File: src/rtl/rts_pkg.sv
// Shared definitions for the RTS/RTR stream source and its matching checker.
package rts_pkg;

   typedef enum logic [1:0] {IDLE, RUN, DONE} state_t;

   localparam int LFSR_W = 16;
   // Right-shift Fibonacci form of x^16+x^14+x^13+x^11+1: feedback from bits 0,2,3,5.
   localparam logic [LFSR_W-1:0] LFSR_TAPS = 16'h002D;

   function automatic logic [LFSR_W-1:0] lfsr_next(input logic [LFSR_W-1:0] s);
      return {^(s & LFSR_TAPS), s[LFSR_W-1:1]};
   endfunction

endpackage

File: src/rtl/rts_pace_gen.sv
// Pacing for the stream source: cumulative rate credit plus periodic dropout windows.
module rts_pace_gen
   import rts_pkg::*;
#(
   parameter int LOAD_PER  = 10,
   parameter int DROP_PER  = 100,
   parameter int DROP_DUTY = 90
) (
   input  logic clk,
   input  logic reset,
   input  logic clear,
   input  logic run,
   input  logic xfc,
   output logic eligible
);

   localparam int DW = (DROP_PER > 1) ? $clog2(DROP_PER) : 1;

   logic [31:0]   active_cnt_reg;
   logic [31:0]   slot_reg;
   logic [31:0]   slot_next;
   logic [DW-1:0] drop_cnt_reg;

   // Credit is compared against the slot after this cycle's transfer is charged.
   assign slot_next = slot_reg + (xfc ? 32'(LOAD_PER) : 32'd0);

   always_ff @(posedge clk) begin
      if (reset || clear) begin
         active_cnt_reg <= '0;
         slot_reg       <= '0;
         drop_cnt_reg   <= '0;
      end else if (run) begin
         active_cnt_reg <= active_cnt_reg + 32'd1;
         slot_reg       <= slot_next;
         drop_cnt_reg   <= (drop_cnt_reg == DW'(DROP_PER - 1)) ? '0 : drop_cnt_reg + DW'(1);
      end
   end

   assign eligible = run && (drop_cnt_reg >= DW'(DROP_DUTY)) && (active_cnt_reg >= slot_next);

endmodule

File: src/rtl/rts_stream_src.sv
// Self-contained RTS/RTR word source: counts out a programmed number of words
// (incrementing or LFSR data) under pacing, then reports done.
module rts_stream_src
   import rts_pkg::*;
#(
   parameter int              WORDLENGTH = 8,
   parameter int              CNT_W      = 16,
   parameter int              LOAD_PER   = 10,
   parameter int              DROP_PER   = 100,
   parameter int              DROP_DUTY  = 90,
   parameter logic [15:0]     LFSR_SEED  = 16'hACE1
) (
   input  logic                  clk,
   input  logic                  reset,
   input  logic                  start,
   input  logic [CNT_W-1:0]      target,
   input  logic                  rnd_mode,
   output logic                  OUT_RTS,
   input  logic                  OUT_RTR,
   output logic [WORDLENGTH-1:0] OUT_DAT,
   output logic [CNT_W-1:0]      sent_count,
   output logic                  busy,
   output logic                  done
);

   state_t                state_reg, state_next;
   logic [CNT_W-1:0]      target_reg, target_next;
   logic [CNT_W-1:0]      sent_reg, sent_next;
   logic                  mode_reg, mode_next;
   logic [LFSR_W-1:0]     lfsr_reg, lfsr_next_val;
   logic                  rts_reg, rts_next;
   logic [WORDLENGTH-1:0] dat_reg, dat_next;
   logic                  run, accept, xfc, eligible;

   assign run    = (state_reg == RUN);
   assign accept = start && (state_reg != RUN);
   assign xfc    = rts_reg && OUT_RTR;

   rts_pace_gen #(
      .LOAD_PER  (LOAD_PER),
      .DROP_PER  (DROP_PER),
      .DROP_DUTY (DROP_DUTY)
   ) u_pace (
      .clk      (clk),
      .reset    (reset),
      .clear    (accept),
      .run      (run),
      .xfc      (xfc),
      .eligible (eligible)
   );

   always_ff @(posedge clk) begin
      if (reset) begin
         state_reg  <= IDLE;
         target_reg <= '0;
         sent_reg   <= '0;
         mode_reg   <= 1'b0;
         lfsr_reg   <= LFSR_SEED;
         rts_reg    <= 1'b0;
         dat_reg    <= '0;
      end else begin
         state_reg  <= state_next;
         target_reg <= target_next;
         sent_reg   <= sent_next;
         mode_reg   <= mode_next;
         lfsr_reg   <= lfsr_next_val;
         rts_reg    <= rts_next;
         dat_reg    <= dat_next;
      end
   end

   always_comb begin
      state_next    = state_reg;
      target_next   = target_reg;
      sent_next     = sent_reg;
      mode_next     = mode_reg;
      lfsr_next_val = lfsr_reg;

      if (accept) begin
         target_next   = target;
         mode_next     = rnd_mode;
         sent_next     = '0;
         lfsr_next_val = LFSR_SEED;
      end else if (run && xfc && (sent_reg < target_reg)) begin
         sent_next     = sent_reg + CNT_W'(1);
         lfsr_next_val = lfsr_next(lfsr_reg);
      end

      case (state_reg)
         IDLE, DONE: if (start) state_next = RUN;
         RUN:        if (sent_next >= target_reg) state_next = DONE;
         default:    state_next = IDLE;
      endcase

      // An unaccepted offer is held as-is; a new one needs fresh eligibility.
      rts_next = run && (sent_next < target_reg) && ((rts_reg && !OUT_RTR) || eligible);
      dat_next = mode_next ? lfsr_next_val[WORDLENGTH-1:0] : sent_next[WORDLENGTH-1:0];
   end

   assign OUT_RTS    = rts_reg;
   assign OUT_DAT    = dat_reg;
   assign sent_count = sent_reg;
   assign busy       = run;
   assign done       = (state_reg == DONE);

endmodule

File: config.mk
export PLATFORM = sky130hd
export DESIGN_NAME = rts_stream_src
export DESIGN_NICKNAME = d
export VERILOG_FILES = /design/src/rtl/rts_pkg.sv /design/src/rtl/rts_pace_gen.sv /design/src/rtl/rts_stream_src.sv
export SDC_FILE = /design/constraint.sdc
export NUM_CORES = 1
export LEC_CHECK = 0
export ABC_CLOCK_PERIOD_IN_PS = 4050
export CAP_MARGIN = 0
export CELL_PAD_IN_SITES_DETAIL_PLACEMENT = 0
export CELL_PAD_IN_SITES_GLOBAL_PLACEMENT = 1
export CORE_ASPECT_RATIO = 1.2
export CORE_MARGIN = 4
export CORE_UTILIZATION = 41
export DETAILED_ROUTE_END_ITERATION = 6
export PLACE_DENSITY = 0.87
export SLEW_MARGIN = 30
export SYNTH_ARGS = -nofsm -noshare
export SYNTH_HDL_FRONTEND = slang
export SYNTH_SLANG_ARGS = --single-unit
File: constraint.sdc
create_clock -name clk -period 4.05 [get_ports clk]
set_clock_uncertainty 0.15 [all_clocks]
set_input_delay 1.215 -clock clk [delete_from_list [all_inputs] [get_ports clk]]
set_output_delay 1.215 -clock clk [all_outputs]
set_load 0.005 [all_outputs]
==> metrics.cfg <==
[die]
num_rows = 54
core_area_sq_mm = 0.0182
die_area_sq_mm = 0.0208
die_w_microns = 132
io_pins = 48
die_h_microns = 157
start_util_pct = 41.7

[route]
firstDrtPassIters = 5
drcViolationCount = 0
wl_per_cell_microns = 14.7
drtIter0Drc = 404
vias = 6476
ant_nets = 0
viasPerCell = 5.27
drt_wl_total_mm = 18.1

[worst_setup_path]
critical_path_arrival_ns = 4.06
crit_path_start = OUT_RTR
crit_family = compound AO/OA/AOI/OAI gates
cp_slowest_cell = or3_1
cp_slowest_stage_delay_ns = 0.38
end_kind = flip-flop
startpoint_type = input port
path_max_fanout = 2
path_cells = clkbuf_2 -> nand2_2 -> buf_4 -> inv_2 -> ha_2 -> ha_2 -> a21oi_2 -> nor2b_1 -> nand3_1 -> or3_1 -> xor2_1 -> ha_1 -> a21o_1 -> a21o_1 -> a21oi_1 -> o21ai_0 -> o211ai_1 -> a41oi_1
cp.required_ns = 4.20
rrSetupSlack_ns = 0.21
r2r_start = target_reg[1]
crit_buf_inv = 3
crit_type = input port to flip-flop
rr_worst_depth = 15
reg2reg_to = state_reg[1]

[clock_tree]
postCtsHoldBufs = 0
clk_latency_ns = 0.42
cts-root-buf = clkbuf_16
clkTransAtPathRegs_ns = 0.06
h-tree-depth = 4
cts.path.max_buffers = 2
cts_sinks = 130
tritoncts = built
numCtsBuffers = 17

[power_and_ir_drop]
pwr-share-clk_pct = 49.6
power_frac_comb_pct = 8.7
leakagePower_nw = 3.53
pwr-share-seq_pct = 41.7
p_sw_uw = 814
powerDensity_mw_per_mm2 = 335
peakVddDrop_v = 0.000323
p_int_mw = 2.33
fin_total_pwr_mw = 3.15
p_sw_share_pct = 25.9

[placement]
hpwl_mm = 13.3
portBuffers = 47
gp_congestion = 0.860

[yosys]
synth-edff-count = 0
ys_ff_latch = 130
seq_area_frac_synth_pct = 34.2
avgSynthCellArea_sq_um = 8.37
synth.distinct_cells = 58
syn_nets = 999
yosysWarnings = 0
ys_async_sr_fraction_pct = 0
synth_flop_cell = dfxtp_1
synthCells = 909
netlist_area_sq_mm = 0.00761

[final_layout]
multiInputGateArea_sq_mm = 0.00484
syn2layout_area_growth_pct = 23.4
nFillCells = 1763
final_net_count = 1083
largest_reg_flops = 32
layout.area.seq_sq_mm = 0.00260
drive_above_1_share_pct = 12.7
antenna-diode-count = 0
utilization_pct = 51.5

[grt]
use_met3_pct = 2.88
antenna_found_initial = 0
grt_first_pass_wirelength_mm = 30.6
overflow = 0
grt_max_degree = 72
top_usage_layer = met2
grtUsageMet1_pct = 21.0
gr-usage-met2_pct = 32.2
track_usage_pct = 18.0
grt_pass1_vias = 6431

[flow_run]
drv_cap = 0

[timing]
slew_viol_final = 0
setup_viol = 0
whs_ns = 0.301
finalCriticalPeriod_ns = 3.92
period_share_pct = 96.7
tightest_slew_ns = 0.820
slew_headroom_pct = 44.8
hold_viol = 0
max_freq_ghz = 0.255

[hold_path]
min_from = lfsr_reg[13]
min_to = lfsr_reg[12]
min_path_type = flip-flop to flip-flop
hold_depth = 2

[outcome]
status = complete, no violations

## synth_stat cells, drive strengths merged, types with 2 or more instances
| cell | count | area (sq um) |
|---|---|---|
| a2111oi | 12 | 219 |
| a211oi | 9 | 72.6 |
| a21o | 17 | 128 |
| a21oi | 50 | 254 |
| a31oi | 3 | 18.8 |
| and2 | 12 | 75.1 |
| and3 | 19 | 119 |
| and4 | 6 | 52.6 |
| buf | 13 | 73.8 |
| clkbuf | 27 | 101 |
| dfxtp | 130 | 2600 |
| ha | 69 | 863 |
| inv | 30 | 113 |
| mux2i | 7 | 70.1 |
| nand2 | 115 | 432 |
| nand2b | 11 | 76.3 |
| nand3 | 40 | 200 |
| nand4 | 31 | 194 |
| nor2 | 124 | 465 |
| nor2b | 8 | 50.1 |
| nor3 | 12 | 60.1 |
| nor4 | 6 | 43.8 |
| o211ai | 3 | 22.5 |
| o21a | 6 | 45.0 |
| o21ai | 13 | 65.1 |
| o22ai | 4 | 25.0 |
| or2 | 2 | 12.5 |
| or3 | 5 | 31.3 |
| xnor2 | 54 | 473 |
| xor2 | 54 | 473 |
## power by group through the flow
stage | sequential, mW | clock, mW | combinational, mW
final | 1.31 | 1.56 | 0.273
after global routing | 1.32 | 1.64 | 0.301
after CTS | 1.31 | 1.59 | 0.271
after detailed placement | 1.34 | 0 | 0.269
after global placement | 1.34 | 0 | 0.267
after floorplan | 1.34 | 0 | 0.168
## metal layers
metal	share of wire, %	up-vias
met5	0	-
met1	44	3008
met3	3.1	46
met4	3.5	0
li1	-	3299
met2	50	123
## worst max path at each step
stage | end | slack, ns | cells past startpoint
after floorplan | OUT_RTS | 0.008 | 13
final | OUT_RTS | 0.13 | 18
after global routing | state_reg[1] | -0.05 | 15
after CTS | OUT_RTS | 0.01 | 18
after detailed placement | OUT_RTS | -0.75 | 16
after global placement | OUT_RTS | -0.69 | 18
## through the flow
stage / cell area [sq um] / setup WS [ns] / cells / TNS [ns]
6_report: 9390 / 0.135 / 1230 / 0
4_1_cts: 9300 / 0.0106 / 1229 / 0
2_1_floorplan: 7620 / 0.00781 / 909 / 0
3_5_place_dp: 8650 / -0.755 / 1193 / -1.83
3_3_place_gp: 8650 / -0.687 / 1193 / -1.56
5_1_grt: 9390 / -0.0479 / 1230 / -0.0479
## logic make-up (layout without fill, tap and decap cells)
group	after synthesis	count (layout)	share of synthesized area [%]
AND/OR/NAND/NOR	395	395	24.4
flip-flops	130	130	34.2
AO/OA/AOI/OAI	129	129	12.8
XOR/XNOR	108	108	12.4
buffers and inverters	71	168	3.83
adder cells (fa/ha/maj)	69	69	11.3
multiplexers	7	7	0.921
## cells in the final DEF, fill, tap and decap left out, types with 5 or more instances in the layout
cell type / count
nor2_1: 124
xor2_1: 54
a21oi_1: 47
buf_4: 53
buf_12: 5
and2_1: 11
nand2_1: 114
nor3_1: 8
nand2b_1: 9
clkdlybuf4s50_1: 46
dfxtp_1: 130
clkbuf_16: 17
o21a_1: 6
or3_1: 5
mux2i_1: 7
a211oi_1: 7
and4_1: 6
nand3_1: 40
inv_6: 8
and3_1: 19
a2111oi_4: 7
ha_1: 66
nor2b_1: 8
inv_1: 29
o21ai_0: 11
nand4_1: 31
xnor2_1: 53
a21o_1: 17
## area by class of cell
class                   count  area share [%]
clock inverters            15            1.80
repair buffers            105            10.3
clock buffers              17            4.53
flip-flops and latches    130            27.7
multi-input cells         708            51.5
inverters                  31            1.24
well taps                 224            2.98
## tightest hold or removal path: stages, from the launching register on
cell	delay (ns)
dfxtp_1	0.31
nand2_1	0.05
a21oi_1	0.05
## what timing repair did
action                     CTS  global route
resized for setup            7            16
buffers inserted             4             1
cloned                       0             0
setup endpoints to repair    3             3
pin swaps                    2            12
No activity file was read; power rests on OpenSTA's default activity.
